===== config.mk =====
export PLATFORM = sky130hd
export DESIGN_NAME = mux_rr_pipe
export DESIGN_NICKNAME = d
export VERILOG_FILES = /design/src/rtl/mux_rr_pipe.sv
export SDC_FILE = /design/constraint.sdc
export NUM_CORES = 1
export LEC_CHECK = 0
export ABC_AREA = 1
export BUFFER_PORTS_ARGS = -buffer_cell sky130_fd_sc_hd__clkbuf_2
export CAP_MARGIN = 0
export CORE_MARGIN = 1.5
export CORE_UTILIZATION = 43
export DETAILED_ROUTE_END_ITERATION = 12
export PLACE_DENSITY_LB_ADDON = 0.08
export SLEW_MARGIN = 20
export SYNTH_ARGS = -nofsm -noshare
export SYNTH_HDL_FRONTEND = slang
export SYNTH_SLANG_ARGS = --single-unit

===== constraint.sdc =====
create_clock -name clk -period 4 [get_ports clk]
set_clock_uncertainty 0.15 [all_clocks]
set_input_delay 0.2 -clock clk [delete_from_list [all_inputs] [get_ports clk]]
set_output_delay 0.2 -clock clk [all_outputs]
set_load 0.01 [all_outputs]

===== src/rtl/mux_rr_pipe.sv =====
// N-to-1 stream mux with valid/ready per channel and one registered output stage.
// Arbitration is fixed-select (sel) or round-robin, with optional packet locking.
module mux_rr_pipe #(
  parameter int NCH = 4,
  parameter int W   = 8,
  parameter int RR  = 1,
  parameter int PKT = 0,
  localparam int CW = ($clog2(NCH) < 1) ? 1 : $clog2(NCH)
) (
  input  logic             clk,
  input  logic             rst,
  input  logic [NCH*W-1:0] in_data,
  input  logic [NCH-1:0]   in_valid,
  input  logic [NCH-1:0]   in_last,
  output logic [NCH-1:0]   in_ready,
  input  logic [CW-1:0]    sel,
  output logic [W-1:0]     out_data,
  output logic [CW-1:0]    out_ch,
  output logic             out_valid,
  input  logic             out_ready
);

  logic          load_en;
  logic          gnt;
  logic [CW-1:0] g;
  logic [W-1:0]  dsel;
  logic          last_g;
  logic [CW-1:0] ptr;
  logic          lock;
  logic [CW-1:0] lock_ch;
  int            best;

  // Reset gates ready so no producer sees a handshake that reset discards.
  assign load_en = (!out_valid || out_ready) && !rst;

  always_comb begin
    gnt  = 1'b0;
    g    = '0;
    best = NCH;
    if (RR == 0) begin
      for (int c = 0; c < NCH; c++)
        if (sel == CW'(c) && in_valid[c]) begin
          gnt = 1'b1;
          g   = CW'(c);
        end
    end else if (lock) begin
      for (int c = 0; c < NCH; c++)
        if (lock_ch == CW'(c) && in_valid[c]) begin
          gnt = 1'b1;
          g   = CW'(c);
        end
    end else begin
      // Smallest rotational distance from ptr wins; wraps modulo NCH.
      for (int c = 0; c < NCH; c++)
        if (in_valid[c] && ((c + NCH - int'(ptr)) % NCH) < best) begin
          best = (c + NCH - int'(ptr)) % NCH;
          gnt  = 1'b1;
          g    = CW'(c);
        end
    end
  end

  always_comb begin
    dsel     = '0;
    last_g   = 1'b0;
    in_ready = '0;
    for (int c = 0; c < NCH; c++) begin
      if (g == CW'(c)) begin
        dsel   = in_data[c*W +: W];
        last_g = in_last[c];
      end
      in_ready[c] = gnt && load_en && (g == CW'(c));
    end
  end

  always_ff @(posedge clk) begin
    if (rst) begin
      out_valid <= 1'b0;
      out_data  <= '0;
      out_ch    <= '0;
      ptr       <= '0;
      lock      <= 1'b0;
      lock_ch   <= '0;
    end else if (load_en) begin
      if (gnt) begin
        out_data  <= dsel;
        out_ch    <= g;
        out_valid <= 1'b1;
        if (RR != 0 && PKT != 0 && !last_g) begin
          lock    <= 1'b1;
          lock_ch <= g;
        end else begin
          lock <= 1'b0;
          ptr  <= (int'(g) == NCH - 1) ? '0 : g + 1'b1;
        end
      end else begin
        out_valid <= 1'b0;
      end
    end
  end

endmodule

==> results.ini <==
[critical_path]
path_class = reg2out
endpoint_kind = output port
required_ns = 3.65
worst_path_most_repeated_cell = inv_1
rr_worst_depth = 26
worst_ep_arrival_time_ns = 3.32
slowest_stage = dfxtp_1
worstReg2RegStart = ptr[1]
crit_family = simple AND/OR/NAND/NOR gates
cp_max_fo = 17
reg2reg_to = out_data[3]
crit_buf_inv = 7
worst_setup_path_start_kind = register
crit_chain = inv_2 > nand2_2 > inv_1 > or2_2 > o211ai_1 > ha_1 > inv_1 > nor2_1 > nand2_1 > nand3_4 > nand2_1 > o21ai_0 > ha_1 > inv_1 > nor2_1 > nand2_1 > nand3_4 > nand2_4 > inv_2 > ha_4 > inv_1 > nor2_1 > clkbuf_2
ff2ff_setup_slack_ns = 0.36
max_stage_delay_ns = 0.33

[sta]
clock.fmax_ghz = 0.273
worst_slack_ns = 0.334
finalSetupTns_ns = 0
timing.final.crit_share = 0.917
relSlewSlack = 0.775
drv_slew = 0
rsz0062_at_grt = no
period_minus_slack_ns = 3.67
setup_viol = 0
hold_viol = 0
worst_pin_slew_ns = 0.334

[worst_hold_path]
whs_path_depth = 3
worstHoldPathType = in2reg
min_from = in_data[26]
worstHoldEndpoint = out_data[2]

[route]
wl_met3_um = 196
drc = 0
drt_iter0_markers = 33
ant_nets = 0
wirelength_um = 2770
dr.pass1.iters = 4
wl_per_cell_um = 12.0
top_layer_used = met4
wl_met1_um = 1210
num_vias = 1180
met2_length_um = 1350
via_per_inst = 5.11

[finish]
n_antenna_cell = 0
final_area_mm2 = 0.00140
utilization = 0.622
drive_above_1_share = 0.438
fin_nets = 255
syn2layout_area_growth_pct = 34.3

[yosys]
synth_area_leaders = dfxtp_1, nand2_1, ha_1
synthDominantCellAreaShare = 0.249
synth_cells = 149
ys_seq_area_frac = 0.249
ys_warn_count = 0
synthesis.nets = 200
ys_types = 28
yosys_register_bits = 13
yosysTopAreaCell = dfxtp_1
async_reset_ff_frac = 0
yosys_most_used_dff = dfxtp_1
avgSynthCellArea_um2 = 7.01
synthesis.area_mm2 = 0.00104
synth_edf_count = 0

[power_and_ir_drop]
p_total_w = 0.000564
leakage_nw = 0.698
power.density_mw_per_mm2 = 402
peakVddDrop_v = 0.000231

[global_routing]
grt_overflow = 0
antenna_found_initial = 0
track_usage = 0.203
grt_pass1_vias = 993
grt_pass1_wl_um = 4230
grt_max_degree = 18

[outcome]
status = complete, no violations

[die]
coreArea_mm2 = 0.00225
die_h_um = 52.3
dieArea_mm2 = 0.00273
initial_core_util = 0.463
row_count = 17
die_w_um = 52.3
num_io_pins = 60

[clocking]
htree_levels = 1
clkTransAtPathRegs_ns = 0.08
cts_tree = yes
cts.sink_count = 13
clock_latency_ns = 0.27
cts_buffer_depth = 2
cts_root_buffer = clkbuf_4
cts-buffers-inserted = 3

[placed_design]
dp_hpwl_um = 2140
post_dp_cell_area_mm2 = 0.00132
port_buffers = 53
dp_slack_ns = 0.185
globalplace.congestion = 0.824

[job]
drv_cap = 0

[what timing repair did]
item | in CTS | in global routing
buffers inserted | 0 | 1
endpoints found under the setup margin | 0 | 11
gates resized for setup | 0 | 19
hold buffers | 0 | 0
[routing by layer]
metal	GRT usage	up-vias
met5	0	-
met4	0.0513	0
met3	0.0286	2
met2	0.338	46
met1	0.273	537
li1	-	595
[cell type report]
type | instances | area (µm²)
fill | 225 | 852
multi-input combinational | 112 | 714
inverter | 19 | 81.3
timing repair buffer | 55 | 284
clock buffer | 4 | 26.3
sequential | 13 | 262
tap | 28 | 35.0
[cells by family after synthesis]
logic type | share of synthesized area
fa+ha+maj | 0.0719
simple gates | 0.354
flops | 0.249
compound gates | 0.212
buf+inv | 0.113
[worst max-delay path by stage]
stage | startpoint | end | slack (ns) | cells after the start
2_1_floorplan | ptr[1] | out_data[0] | 0.55 | 26
3_3_place_gp | ptr[1] | out_data[6] | 0.35 | 25
3_5_place_dp | ptr[1] | out_data[3] | 0.18 | 25
4_1_cts | ptr[1] | in_ready[2] | 0.04 | 23
5_1_grt | ptr[1] | in_ready[1] | 0.03 | 24
6_report | ptr[1] | in_ready[2] | 0.33 | 23
[cells in the mapped netlist (2+ instances only)]
| cell type | number |
|---|---|
| nor2_4 | 2 |
| a22oi_1 | 8 |
| o21ai_0 | 10 |
| dfxtp_1 | 13 |
| nand2_1 | 42 |
| nand3_1 | 4 |
| nand2_4 | 3 |
| a21oi_1 | 4 |
| nand2_2 | 7 |
| inv_6 | 2 |
| a31oi_1 | 8 |
| inv_1 | 16 |
| nor2_1 | 7 |
| clkbuf_1 | 3 |
| nor2_2 | 2 |
| ha_1 | 6 |
[where the power goes]
part / switching, W / internal (W)
Combinational: 0.000186 / 0.000131
Sequential: 0.0000128 / 0.000150
Clock: 0.0000447 / 0.0000386
Total: 0.000244 / 0.000320
[tightest hold or removal path, cell delays in order]
cell      delay (ns)
clkbuf_2        0.08
nand2_1         0.05
a31oi_1         0.06
[metrics by stage]
step,std cells,hold WS (ns)
after CTS,230,0.00986
after global placement,226,0.297
final,231,0.00933
after floorplan,149,0.207
after global routing,231,0.00438
after detailed placement,226,0.302
[sequential cells by signal, summed over array words and instances, names as in the netlist]
register,count
out_data,8
out_ch,2
ptr,2
out_valid,1
[cells in the final DEF (no fill, tap or decap), drive strengths merged]
| cell type | n |
|---|---|
| nand2 | 53 |
| a21boi | 1 |
| o211ai | 2 |
| or2 | 1 |
| dfxtp | 13 |
| buf | 2 |
| nor2 | 11 |
| ha | 6 |
| inv | 19 |
| a21oi | 5 |
| a31oi | 8 |
| nand3 | 6 |
| a22oi | 8 |
| o21ai | 11 |
| clkbuf | 57 |
(Power assumes the default switching activity.)
